File: src/rtl/clock_set_ctrl_pkg.sv
// Shared state encodings and counter sizing helper for the clock set controller.
package clock_set_ctrl_pkg;

    localparam int MODE_W = 2;

    typedef enum logic [MODE_W-1:0] {
        ST_NORMAL   = 2'd0,
        ST_SET_HOUR = 2'd1,
        ST_SET_MIN  = 2'd2,
        ST_ILLEGAL  = 2'd3
    } state_t;

    // Bits needed to hold a counter that runs 0 .. limit-1.
    function automatic int cnt_width(input int unsigned limit);
        if (limit <= 32'd2) begin
            return 1;
        end else begin
            return $clog2(limit);
        end
    endfunction

endpackage

File: src/rtl/clock_set_ctrl_btn_repeat.sv
// Increment button: edge detect plus hold-to-repeat timing; emits a one-cycle
// combinational pulse that the parent registers.
module clock_set_ctrl_btn_repeat
    import clock_set_ctrl_pkg::*;
#(
    parameter logic [23:0] REPEAT_DLY  = 24'd500000,
    parameter logic [23:0] REPEAT_RATE = 24'd100000
) (
    input  logic CLK,
    input  logic RST,
    input  logic btn,
    input  logic en,
    input  logic clr,
    output logic pulse
);

    localparam int unsigned DLY_U  = 32'(REPEAT_DLY);
    localparam int unsigned RATE_U = 32'(REPEAT_RATE);
    localparam int CNT_W = cnt_width((DLY_U > RATE_U) ? DLY_U : RATE_U);
    localparam logic [CNT_W-1:0] DLY_LIM  = CNT_W'(DLY_U - 32'd1);
    localparam logic [CNT_W-1:0] RATE_LIM = CNT_W'(RATE_U - 32'd1);

    logic             prev_r;
    logic             armed_r;
    logic             rate_r;
    logic [CNT_W-1:0] cnt_r;
    logic             press_s;
    logic             armed_s;
    logic             rate_s;
    logic [CNT_W-1:0] cnt_s;
    logic [CNT_W-1:0] lim_s;
    logic             pulse_s;

    // Repeat only runs after a press seen while enabled; clear or release disarms it.
    always_comb begin
        press_s = btn & ~prev_r;
        lim_s   = rate_r ? RATE_LIM : DLY_LIM;
        pulse_s = 1'b0;
        armed_s = armed_r;
        rate_s  = rate_r;
        cnt_s   = cnt_r;
        if (clr || !btn) begin
            armed_s = 1'b0;
            rate_s  = 1'b0;
            cnt_s   = {CNT_W{1'b0}};
        end else if (press_s && en) begin
            pulse_s = 1'b1;
            armed_s = 1'b1;
            rate_s  = 1'b0;
            cnt_s   = {CNT_W{1'b0}};
        end else if (armed_r && (cnt_r == lim_s)) begin
            pulse_s = 1'b1;
            rate_s  = 1'b1;
            cnt_s   = {CNT_W{1'b0}};
        end else if (armed_r) begin
            cnt_s = cnt_r + {{(CNT_W-1){1'b0}}, 1'b1};
        end else begin
            cnt_s = cnt_r;
        end
    end

    // Edge register and repeat timer state.
    always_ff @(posedge CLK or posedge RST) begin
        if (RST) begin
            prev_r  <= 1'b0;
            armed_r <= 1'b0;
            rate_r  <= 1'b0;
            cnt_r   <= {CNT_W{1'b0}};
        end else begin
            prev_r  <= btn;
            armed_r <= armed_s;
            rate_r  <= rate_s;
            cnt_r   <= cnt_s;
        end
    end

    assign pulse = pulse_s;

endmodule

File: src/rtl/clock_set_ctrl.sv
// Mode / time-set controller: gates the 1 Hz enable, issues hour/minute
// increment strobes, drives blink masks and an inactivity timeout.
module clock_set_ctrl
    import clock_set_ctrl_pkg::*;
#(
    parameter logic [23:0] REPEAT_DLY  = 24'd500000,
    parameter logic [23:0] REPEAT_RATE = 24'd100000,
    parameter logic [23:0] BLINK_HALF  = 24'd250000,
    parameter logic [27:0] TIMEOUT     = 28'd50000000
) (
    input  logic              CLK,
    input  logic              RST,
    input  logic              BTN_MODE,
    input  logic              BTN_INC,
    input  logic              EN1HZ,
    output logic              SEC_EN,
    output logic              SEC_CLR,
    output logic              MIN_INC,
    output logic              HOUR_INC,
    output logic              BLINK_H,
    output logic              BLINK_M,
    output logic [MODE_W-1:0] MODE
);

    localparam int IDLE_W  = cnt_width(32'(TIMEOUT));
    localparam int BLINK_W = cnt_width(32'(BLINK_HALF));
    localparam logic [IDLE_W-1:0]  IDLE_LIM  = IDLE_W'(32'(TIMEOUT) - 32'd1);
    localparam logic [BLINK_W-1:0] BLINK_LIM = BLINK_W'(32'(BLINK_HALF) - 32'd1);

    state_t               state_r;
    state_t               state_s;
    logic                 mode_prev_r;
    logic                 mode_press_s;
    logic                 set_state_s;
    logic                 state_chg_s;
    logic                 timeout_s;
    logic                 inc_pulse_s;
    logic                 hour_inc_s;
    logic                 min_inc_s;
    logic                 sec_clr_s;
    logic                 hour_inc_r;
    logic                 min_inc_r;
    logic                 sec_clr_r;
    logic [IDLE_W-1:0]    idle_cnt_r;
    logic [BLINK_W-1:0]   blink_cnt_r;
    logic                 blink_off_r;

    // State register.
    always_ff @(posedge CLK or posedge RST) begin
        if (RST) begin
            state_r <= ST_NORMAL;
        end else begin
            state_r <= state_s;
        end
    end

    // Next-state logic; a MODE press always takes priority over timeout.
    always_comb begin
        mode_press_s = BTN_MODE & ~mode_prev_r;
        timeout_s    = (idle_cnt_r == IDLE_LIM);
        state_s      = state_r;
        case (state_r)
            ST_NORMAL: begin
                if (mode_press_s) begin
                    state_s = ST_SET_HOUR;
                end else begin
                    state_s = ST_NORMAL;
                end
            end
            ST_SET_HOUR: begin
                if (mode_press_s) begin
                    state_s = ST_SET_MIN;
                end else if (timeout_s) begin
                    state_s = ST_NORMAL;
                end else begin
                    state_s = ST_SET_HOUR;
                end
            end
            ST_SET_MIN: begin
                if (mode_press_s || timeout_s) begin
                    state_s = ST_NORMAL;
                end else begin
                    state_s = ST_SET_MIN;
                end
            end
            default: begin
                state_s = ST_NORMAL;
            end
        endcase
        state_chg_s = (state_s != state_r);
        set_state_s = (state_r == ST_SET_HOUR) || (state_r == ST_SET_MIN);
    end

    clock_set_ctrl_btn_repeat #(
        .REPEAT_DLY  (REPEAT_DLY),
        .REPEAT_RATE (REPEAT_RATE)
    ) u_inc (
        .CLK   (CLK),
        .RST   (RST),
        .btn   (BTN_INC),
        .en    (set_state_s),
        .clr   (state_chg_s),
        .pulse (inc_pulse_s)
    );

    // Output logic; SEC_EN and blink masks follow their inputs with zero latency.
    always_comb begin
        hour_inc_s = inc_pulse_s & (state_r == ST_SET_HOUR);
        min_inc_s  = inc_pulse_s & (state_r == ST_SET_MIN);
        sec_clr_s  = mode_press_s & (state_r == ST_SET_MIN);
        SEC_EN     = EN1HZ & (state_r == ST_NORMAL);
        BLINK_H    = (state_r == ST_SET_HOUR) & blink_off_r & ~BTN_INC;
        BLINK_M    = (state_r == ST_SET_MIN) & blink_off_r & ~BTN_INC;
        MODE       = state_r;
        SEC_CLR    = sec_clr_r;
        HOUR_INC   = hour_inc_r;
        MIN_INC    = min_inc_r;
    end

    // Strobes, MODE edge register, inactivity and blink counters.
    always_ff @(posedge CLK or posedge RST) begin
        if (RST) begin
            hour_inc_r  <= 1'b0;
            min_inc_r   <= 1'b0;
            sec_clr_r   <= 1'b0;
            mode_prev_r <= 1'b0;
            idle_cnt_r  <= {IDLE_W{1'b0}};
            blink_cnt_r <= {BLINK_W{1'b0}};
            blink_off_r <= 1'b0;
        end else begin
            hour_inc_r  <= hour_inc_s;
            min_inc_r   <= min_inc_s;
            sec_clr_r   <= sec_clr_s;
            mode_prev_r <= BTN_MODE;
            if (!set_state_s || state_chg_s || BTN_MODE || BTN_INC) begin
                idle_cnt_r <= {IDLE_W{1'b0}};
            end else begin
                idle_cnt_r <= idle_cnt_r + {{(IDLE_W-1){1'b0}}, 1'b1};
            end
            // Every state entry restarts the blink with digits visible.
            if (state_chg_s) begin
                blink_cnt_r <= {BLINK_W{1'b0}};
                blink_off_r <= 1'b0;
            end else if (blink_cnt_r == BLINK_LIM) begin
                blink_cnt_r <= {BLINK_W{1'b0}};
                blink_off_r <= ~blink_off_r;
            end else begin
                blink_cnt_r <= blink_cnt_r + {{(BLINK_W-1){1'b0}}, 1'b1};
            end
        end
    end

endmodule

File: config.mk
export PLATFORM = sky130hd
export DESIGN_NAME = clock_set_ctrl
export DESIGN_NICKNAME = d
export VERILOG_FILES = /design/src/rtl/clock_set_ctrl_pkg.sv /design/src/rtl/clock_set_ctrl_btn_repeat.sv /design/src/rtl/clock_set_ctrl.sv
export SDC_FILE = /design/constraint.sdc
export NUM_CORES = 1
export LEC_CHECK = 0
export CORE_AREA = 4 4 99 120
export CTS_CLUSTER_SIZE = 12
export DETAILED_ROUTE_END_ITERATION = 8
export DIE_AREA = 0 0 103 124
export GPL_ROUTABILITY_DRIVEN = 0
export GPL_TIMING_DRIVEN = 0
export PLACE_DENSITY = 0.54
export SLEW_MARGIN = 20
export SYNTH_ARGS = -nofsm -noshare
export SYNTH_HDL_FRONTEND = slang
export SYNTH_SLANG_ARGS = --single-unit
File: constraint.sdc
create_clock -name CLK -period 5.05 [get_ports CLK]
set_input_delay 0.505 -clock CLK [delete_from_list [all_inputs] [get_ports CLK]]
set_output_delay 0.505 -clock CLK [all_outputs]
set_load 0.02 [all_outputs]
# --- Yosys cells after proc, flatten, opt, wreduce, memory -nomap -nowiden ---
# Index checks and enable logic that the tools add are counted.
classes:
  add_sub_neg: 3
  n_eq_ne: 6
  n_mux: 23
  n_bitwise: 14
  n_reduce_logical: 15
op_table:
  columns: ["cell", "n"]
  rows:
  - ["19-bit two-way mux", 5]
  - ["18-bit two-way mux", 2]
  - ["26-bit by 1-bit adder with 26-bit output, second input constant", 1]
  - ["26-bit == test, second input constant", 1]
  - ["26-bit two-way mux", 1]
  - ["19-bit by 1-bit adder with 19-bit output, second input constant", 1]
  - ["19-bit == test", 1]
  - ["18-bit by 1-bit adder with 18-bit output, second input constant", 1]
  - ["18-bit == test, second input constant", 1]
  - ["1-bit two-way mux", 12]
  - ["1-bit AND", 10]
  - ["1-bit logical OR", 6]
  - ["2-bit one-hot mux with 3 select lines", 1]
  - ["2-bit two-way mux", 2]
  - ["1-bit inverter", 4]
  - ["2-bit nonzero test", 2]
  - ["4-bit nonzero test", 1]
  - ["3-bit nonzero test", 1]
  - ["2-bit by 1-bit == test with 1-bit output, second input constant", 1]
  - ["2-bit == test, second input constant", 1]
  - ["1-bit logical AND", 2]
  - ["1-bit logical NOT", 2]
  - ["2-bit logical NOT", 1]
  - ["2-bit != test", 1]
totals:
  ff_bits: 73
  in_bits: 5
  out_inout_bits: 8

# --- Logic depth before layout (Yosys ltp) ---
# Gate-level depths: netlist of run 1.
depth:
  ltp_word: 10
  ltp_mapped: 9
  mapped_depth_nobuf: 7

# --- Modules after synthesis ---
# A second synthesis of run 1 with hierarchy kept.
hier_totals:
  cells_unflattened: 399
  area_unflattened_um2: 4150.2
by_module_without_submodules:
  columns: ["module", "n_inst", "cells_per_inst", "area_per_inst_um2"]
  rows:
  - ["clock_set_ctrl", 1, 268, 2849.0]
  - ["clock_set_ctrl_btn_repeat", 1, 131, 1301.2]

# --- Worst setup path before layout of run 1 ---
# Ideal clock, no wire load.
synth_timing:
  kind: "reg-to-reg"
  start: "register state_r[1], in the netlist MODE[1]"
  end: "register u_inc.cnt_r[0]"
  setup_ns: 0.101
  t_arrival_ns: 1.973
  slack_ns: 2.977
  stages_incl_launch_ff: 8
  n_path_buf: 1
  synth_period_minus_slack_ns: 2.073
  path_cell_list: "dfrtp_1 inv_1 ha_1 nor3b_1 o21ai_0 nand2_1 clkbuf_1 nor4_1"
synth_between:
  elab_chain_len: 5
  elab_cells_between_ends: 11
  classes_between: "eq/ne (3); mux (3); reduce/logical (5)"
synth_lines:
  columns: ["element", "line_no", "source"]
  rows:
  - ["start: declaration", "clock_set_ctrl.sv:30", "state_t state_r;"]
  - ["start signal: assignment", "clock_set_ctrl.sv:53", "state_r <= state_s;"]
  - ["2-bit == test, or another cell as far along", "clock_set_ctrl.sv:62, clock_set_ctrl.sv:91", null]
  - ["2-bit one-hot mux with 3 select lines or 1-bit logical OR (tied branches)", "clock_set_ctrl.sv:62, clock_set_ctrl.sv:91", null]
  - ["2-bit != test or 1-bit logical AND (tied branches)", "clock_set_ctrl.sv:90, clock_set_ctrl_btn_repeat.sv:46", null]
  - ["1-bit logical OR or 19-bit two-way mux (tied branches)", "clock_set_ctrl_btn_repeat.sv:42, clock_set_ctrl_btn_repeat.sv:46", null]
  - ["4-bit nonzero test (no line) or 19-bit two-way mux (tied branches)", null, null]
  - ["end signal: assignment", "clock_set_ctrl_btn_repeat.sv:68", "cnt_r <= {CNT_W{1'b0}};"]
  - ["end signal: assignment", "clock_set_ctrl_btn_repeat.sv:73", "cnt_r <= cnt_s;"]
  - ["end: declaration", "clock_set_ctrl_btn_repeat.sv:26", "logic [CNT_W-1:0] cnt_r;"]
# Parallel ways exist; a longest one is shown, timed or not.
# A chain may end at the register's enable or synchronous reset.

# --- Worst setup path in the final report of run 1 ---
layout_timing:
  start: "register state_r[1], in the netlist MODE[1]"
  end: "output port BLINK_H"
layout_between:
  elab_chain_len: 3
layout_lines:
  columns: ["element", "line_no", "source"]
  rows:
  - ["2-bit by 1-bit == test with 1-bit output", "clock_set_ctrl.sv:112", "BLINK_H = (state_r == ST_SET_HOUR) & blink_off_r & ~BTN_INC;"]
  - ["1-bit AND (2 in series)", "clock_set_ctrl.sv:112", null]
  - ["end: declaration", "clock_set_ctrl.sv:20", "output logic BLINK_H,"]
# Every way passes these cells.

==> results of run 1 <==
## layer usage
layer,GRT usage,up-vias,share of wire
li1,-,1440,-
met1,0.1795,1412,0.47
met2,0.2271,38,0.48
met3,0.03081,9,0.033
met4,0.06073,0,0.014
met5,0,-,0
## stage by stage
stage	setup slack (ns)	instance area, um^2	power (uW)
final	2.502	4496	1704
after global routing	2.329	4496	1811
after CTS	2.476	4496	1737
after detailed placement	2.253	4198	1090
after global placement	1.400	4168	1082
after floorplan	2.692	3882	952.0
## kinds of logic after synthesis
| logic type | synth area share |
|---|---|
| multiplexers | 0.002578 |
| adder cells (fa/ha/maj) | 0.02256 |
| AO/OA/AOI/OAI | 0.02449 |
| flip-flops | 0.4705 |
| buffers and inverters | 0.03352 |
| XOR/XNOR | 0.1331 |
| AND/OR/NAND/NOR | 0.3132 |
## registers in the layout, indices dropped and copies added (netlist names)
name,flops
u_inc.armed_r,1
blink_cnt_r,18
u_inc.rate_r,1
MODE,2
SEC_CLR,1
MIN_INC,1
u_inc.prev_r,1
idle_cnt_r,26
mode_prev_r,1
HOUR_INC,1
blink_off_r,1
u_inc.cnt_r,19
## power groups by stage
| stage | Combinational [uW] | Clock [uW] | Sequential [uW] |
|---|---|---|---|
| 6_report | 443 | 633 | 629 |
| 5_1_grt | 500 | 678 | 632 |
| 4_1_cts | 454 | 655 | 629 |
| 3_5_place_dp | 451 | 0 | 639 |
| 3_3_place_gp | 444 | 0 | 638 |
| 2_1_floorplan | 309 | 0 | 643 |
## worst register-to-register path: stages, from the launching register on
cell	delay, ns
dfrtp_1	0.47
inv_1	0.13
ha_1	0.29
nor3b_1	0.17
o21ai_0	0.28
nand2_1	0.32
clkbuf_1	0.32
nor4_1	0.32
## cells in the mapped netlist, types with 3 or more instances
library cell  count
and4_1            5
dfrtp_1          73
nor2_1           19
clkbuf_1          8
nand2b_1          5
and2_1            5
inv_1             8
xor2_1           30
nor2b_1           3
nand2_1          27
xnor2_1          29
nor3_2            7
nor3_1           52
o21ai_0           7
nand3_1          21
nor4_1           24
and3_1            6
ha_1              7
a21oi_1           3
nand4_1          13
## worst paths after layout
kind / startpoint / endpoint / slack [ns]
min in group CLK: blink_cnt_r[0] / blink_cnt_r[0] / 0.50
max in group asynchronous: RST / idle_cnt_r[21] / 4.01
min reg2reg: blink_cnt_r[0] / blink_cnt_r[0] / 0.50
max: MODE[1] / BLINK_H / 2.50
max reg2reg: MODE[1] / u_inc.cnt_r[9] / 2.66
min: RST / u_inc.cnt_r[17] / 0.49
## cell type report
cell class | count | area, um^2 | share of cell area
Multi-Input combinational cell | 290 | 1926 | 0.4283
Tap cell | 132 | 165.2 | 0.03674
Clock buffer | 13 | 260.3 | 0.05789
Clock inverter | 2 | 37.54 | 0.008350
Buffer | 15 | 100.1 | 0.02227
Sequential cell | 73 | 1827 | 0.4063
Inverter | 8 | 32.53 | 0.007236
Timing Repair Buffer | 13 | 147.6 | 0.03284
==> flow_metrics.env, run 1 <==
export IMPL_post_route_util=0.4153
export IMPL_grt_pass1_wl_mm=14.16
export IMPL_slew_violations=0
export IMPL_grt_pass1_vias=2942
export IMPL_cts_tree="yes"
export IMPL_synth_area_per_cell_um2=10.06
export IMPL_initial_core_util=0.3586
export IMPL_yosysWarnings=0
export IMPL_combPwrFrac=0.260
export IMPL_cts_clk_slew_worst_paths_ns=0.06
export IMPL_tightest_slew_ns=0.8959
export IMPL_post_cts_buffers=0
export IMPL_finClkSkew_ns=0.007455
export IMPL_seqPwrFrac=0.369
export IMPL_dieArea_um2=12770
export IMPL_cts_repair_resize_count=0
export IMPL_die_y_um=124
export IMPL_cts_sinks=73
export IMPL_synth_cell_types=45
export IMPL_worstSetupStartpointType="flop"
export IMPL_place_hpwl_mm=5.724
export IMPL_die_w_um=103
export IMPL_clock_power_share=0.371
export IMPL_cp_cell_sequence="inv_1 -> ha_1 -> and3b_1 -> clkdlybuf4s50_1"
export IMPL_wl_per_cell_um=14.59
export IMPL_drtAntennaViolNets=0
export IMPL_relSlewSlack=0.3972
export IMPL_grt_overflow_total=0
export IMPL_vias_per_cell=5.310
export IMPL_synth_area_top_cells="dfrtp_1, xor2_1, nor3_1, xnor2_1, nor4_1"
export IMPL_dr_pass1_iters=4
export IMPL_swShare=0.3236
export IMPL_cp_slowest_stage_delay_ns=0.60
export IMPL_p_int_uw=1153
export IMPL_htree_num_levels=3
export IMPL_critical_path_slowest_cell="clkdlybuf4s50_1"
export IMPL_crit_type="flop to output port"
export IMPL_area_delta_synth_final_pct=15.79
export IMPL_switchingPower_uw=551.6
export IMPL_cts_buffers_inserted=9
export IMPL_core_area_um2=10830
export IMPL_rows=42
export IMPL_p_per_area_nw_per_um2=379.1
export IMPL_synth_top_cell_area_share=0.4705
export IMPL_drive_above_1_share=0.08696
export IMPL_grt_max_degree=52
export IMPL_n_antenna_cell=0
export IMPL_synth_seq_area_share=0.4705
export IMPL_status="completed"
export IMPL_ctsLongestPathBuffers=2
export IMPL_p_leak_uw=0.001688
export IMPL_crit_cells=4
export IMPL_reg2reg_depth=7
export IMPL_dp_cells=531
export IMPL_fmax_mhz=392.5
export IMPL_cp_required_ns=4.55
export IMPL_holdCritPathClass="primary input to asynchronous set/reset pin"
export IMPL_wirelength_mm=7.964
export IMPL_async_reset_ff_frac=1.000
export IMPL_ctsHoldBuffers=0
export IMPL_grt_usage=0.1404
export IMPL_crit_family="buffers and inverters"
export IMPL_setup_tns_ns=0
export IMPL_rsz0062_at_grt="false"
export IMPL_peakVddDrop_mv=0.1697
export IMPL_numPortBuffers=12
export IMPL_cp_max_fo=8
export IMPL_synth_largest_area_cell="dfrtp_1"
export IMPL_layout_commonest_cell="dfrtp_1"
export IMPL_period_minus_slack_ns=2.548
export IMPL_drtIter0Drc=129
export IMPL_critPathCaptureType="output port"
export IMPL_clk_latency_ns=0.33
export IMPL_final_cell_mix="dfrtp_1, nor3_1, xor2_1"
export IMPL_cp_num_buf_inv=2
export IMPL_timing_final_crit_share=0.5046
export IMPL_finalSetupViolations=0
export IMPL_syn_area_um2=3882
export IMPL_nFillCells=1041
export IMPL_hold_viol=0
export IMPL_synth_nets=398
export IMPL_max_cap_viol_count=0
export IMPL_vias=2899
export IMPL_synth_seq_cells=73
export IMPL_worstPathArrival_ns=2.04
export IMPL_fin_cells=546
export IMPL_grt_antenna_before_repair=0
export IMPL_root_buffer="clkbuf_16"
export IMPL_nNetsFinal=422
export IMPL_drc=0
export IMPL_synth_edff_count=0
export IMPL_ios=13
export IMPL_syn_inst=386
export IMPL_hold_slack_ns=0.4865
export IMPL_ys_flop_type="dfrtp_1"
(Power assumes the default switching activity.)
==> inputs of run 2 (changes only) <==
==> constraint.sdc (replaced) <==
create_clock -name CLK -period 2.5 [get_ports CLK]
set_input_delay 0.25 -clock CLK [delete_from_list [all_inputs] [get_ports CLK]]
set_output_delay 0.25 -clock CLK [all_outputs]
set_load 0.02 [all_outputs]
==> flow_metrics.env, run 2 (synthesis gave the netlist of run 1 again) <==
export IMPL_status="completed"
export IMPL_p_per_area_nw_per_um2=766.7
export IMPL_worstSetupStartpointType="flop"
export IMPL_peakVddDrop_mv=0.3424
export IMPL_ctsHoldBuffers=0
export IMPL_grt_max_degree=52
export IMPL_cts_tree="yes"
export IMPL_rsz0062_at_grt="false"
export IMPL_drive_above_1_share=0.09903
export IMPL_finClkSkew_ns=0.008501
export IMPL_final_area_um2=4511
export IMPL_cp_max_fo=10
export IMPL_max_cap_viol_count=0
export IMPL_placed_cell_area_um2=4198
export IMPL_slew_violations=0
export IMPL_drtIter0Drc=135
export IMPL_dr_pass1_iters=4
export IMPL_finalSetupViolations=0
export IMPL_holdCritPathClass="primary input to asynchronous set/reset pin"
export IMPL_drtAntennaViolNets=0
export IMPL_fmax_mhz=437.6
export IMPL_busiest_layer="met2"
export IMPL_crit_type="flop to flop"
export IMPL_vias=2887
export IMPL_vias_per_cell=5.288
export IMPL_tightest_slew_ns=0.7566
export IMPL_p_int_uw=2338
export IMPL_grt_usage=0.1404
export IMPL_critPathCaptureType="flop"
export IMPL_worstPathArrival_ns=2.47
export IMPL_cts_clk_slew_worst_paths_ns=0.05
export IMPL_largest_reg_flops=26
export IMPL_grt_antenna_before_repair=0
export IMPL_clock_power_share=0.370
export IMPL_wl_per_cell_um=14.56
export IMPL_die_y_um=124
export IMPL_die_w_um=103
export IMPL_relSlewSlack=0.4909
export IMPL_regMostFlops="idle_cnt_r"
export IMPL_grt_met1_usage=0.1795
export IMPL_grt_use_met3=0.03081
export IMPL_p_leak_uw=0.001688
export IMPL_htree_num_levels=3
export IMPL_final_cell_mix="dfrtp_1, nor3_1, xor2_1"
export IMPL_dieArea_um2=12770
export IMPL_drc=0
export IMPL_ctsLongestPathBuffers=2
export IMPL_grt_overflow_total=0
export IMPL_grt_pass1_wl_mm=14.16
export IMPL_rows=42
export IMPL_timing_final_crit_share=0.9140
export IMPL_layout_commonest_cell="dfrtp_1"
export IMPL_place_hpwl_mm=5.724
export IMPL_setup_tns_ns=0
export IMPL_n_antenna_cell=0
export IMPL_root_buffer="clkbuf_16"
export IMPL_cts_sinks=73
export IMPL_hold_slack_ns=0.2321
export IMPL_switchingPower_uw=1120
export IMPL_cp_required_ns=2.69
export IMPL_cts_buffers_inserted=9
export IMPL_swShare=0.3238
export IMPL_clk_latency_ns=0.33
export IMPL_numPortBuffers=12
export IMPL_grt_pass1_vias=2942
export IMPL_nNetsFinal=422
export IMPL_core_area_um2=10830
export IMPL_initial_core_util=0.3586
export IMPL_combPwrFrac=0.263
export IMPL_hold_viol=0
export IMPL_seqPwrFrac=0.367
export IMPL_period_minus_slack_ns=2.285
export IMPL_nFillCells=1043
export IMPL_area_delta_synth_final_pct=16.18
export IMPL_reg_top3="idle_cnt_r: 26 flops, u_inc.cnt_r: 19 flops, blink_cnt_r: 18 flops"
export IMPL_wirelength_mm=7.950
export IMPL_met2_usage=0.2271
export IMPL_ios=13
[run 2: metal layers]
metal,part of all wire,vias to the layer above
li1,-,1438
met1,0.48,1414
met2,0.48,26
met3,0.023,9
met4,0.014,0
met5,0,-
[run 2: critical path, cell delays in order, from the launching register on]
cell	delay, ns
dfrtp_1	0.43
nor4b_1	0.36
nand3_1	0.14
nor3_2	0.58
clkbuf_1	0.51
nor3_1	0.13
[run 2: timing repair]
item | in CTS | in global routing
gates resized for setup | 0 | 7
buffers inserted | 0 | 0
hold endpoints to repair | 0 | 0
endpoints found under the setup margin | 0 | 38
[run 2: final cells by class]
type                            instances  area [um^2]  share of cell area
Clock inverter                          2        37.54            0.008322
Inverter                                8        32.53            0.007212
Timing Repair Buffer                   13        147.6             0.03273
Multi-Input combinational cell        290         1939              0.4300
Clock buffer                           13        260.3             0.05770
Sequential cell                        73         1827              0.4050
Tap cell                              132        165.2             0.03662
Buffer                                 15        101.3             0.02247
[run 2: path summary, 6_finish.rpt]
kind | from | end | slack (ns) | cells after the start
max in group asynchronous | RST | idle_cnt_r[24] | 1.71 | 3
worst max-delay path | blink_cnt_r[11] | blink_cnt_r[9] | 0.21 | 5
min in group CLK | BTN_MODE | mode_prev_r | 0.47 | 1
worst max register to register | blink_cnt_r[11] | blink_cnt_r[9] | 0.21 | 5
worst min-delay path | RST | u_inc.cnt_r[17] | 0.23 | 2
worst min register to register | blink_cnt_r[0] | blink_cnt_r[0] | 0.50 | 1
[run 2: stage by stage]
step	power, uW	utilization	worst slack [ns]	instances
floorplan	1923	-	0.3967	386
global placement	2186	0.3850	-0.8953	530
detailed placement	2203	0.3878	-0.04239	531
CTS	3509	0.4153	0.09317	546
global route	3674	0.4167	0.01117	546
finish	3458	0.4167	0.2150	546
[run 2: power groups by stage]
| stage | clock network (uW) | logic [uW] | registers [uW] |
|---|---|---|---|
| CTS | 1320 | 916 | 1270 |
| finish | 1280 | 908 | 1270 |
| global placement | 0 | 897 | 1290 |
| floorplan | 0 | 624 | 1300 |
| detailed placement | 0 | 912 | 1290 |
| global route | 1370 | 1030 | 1280 |
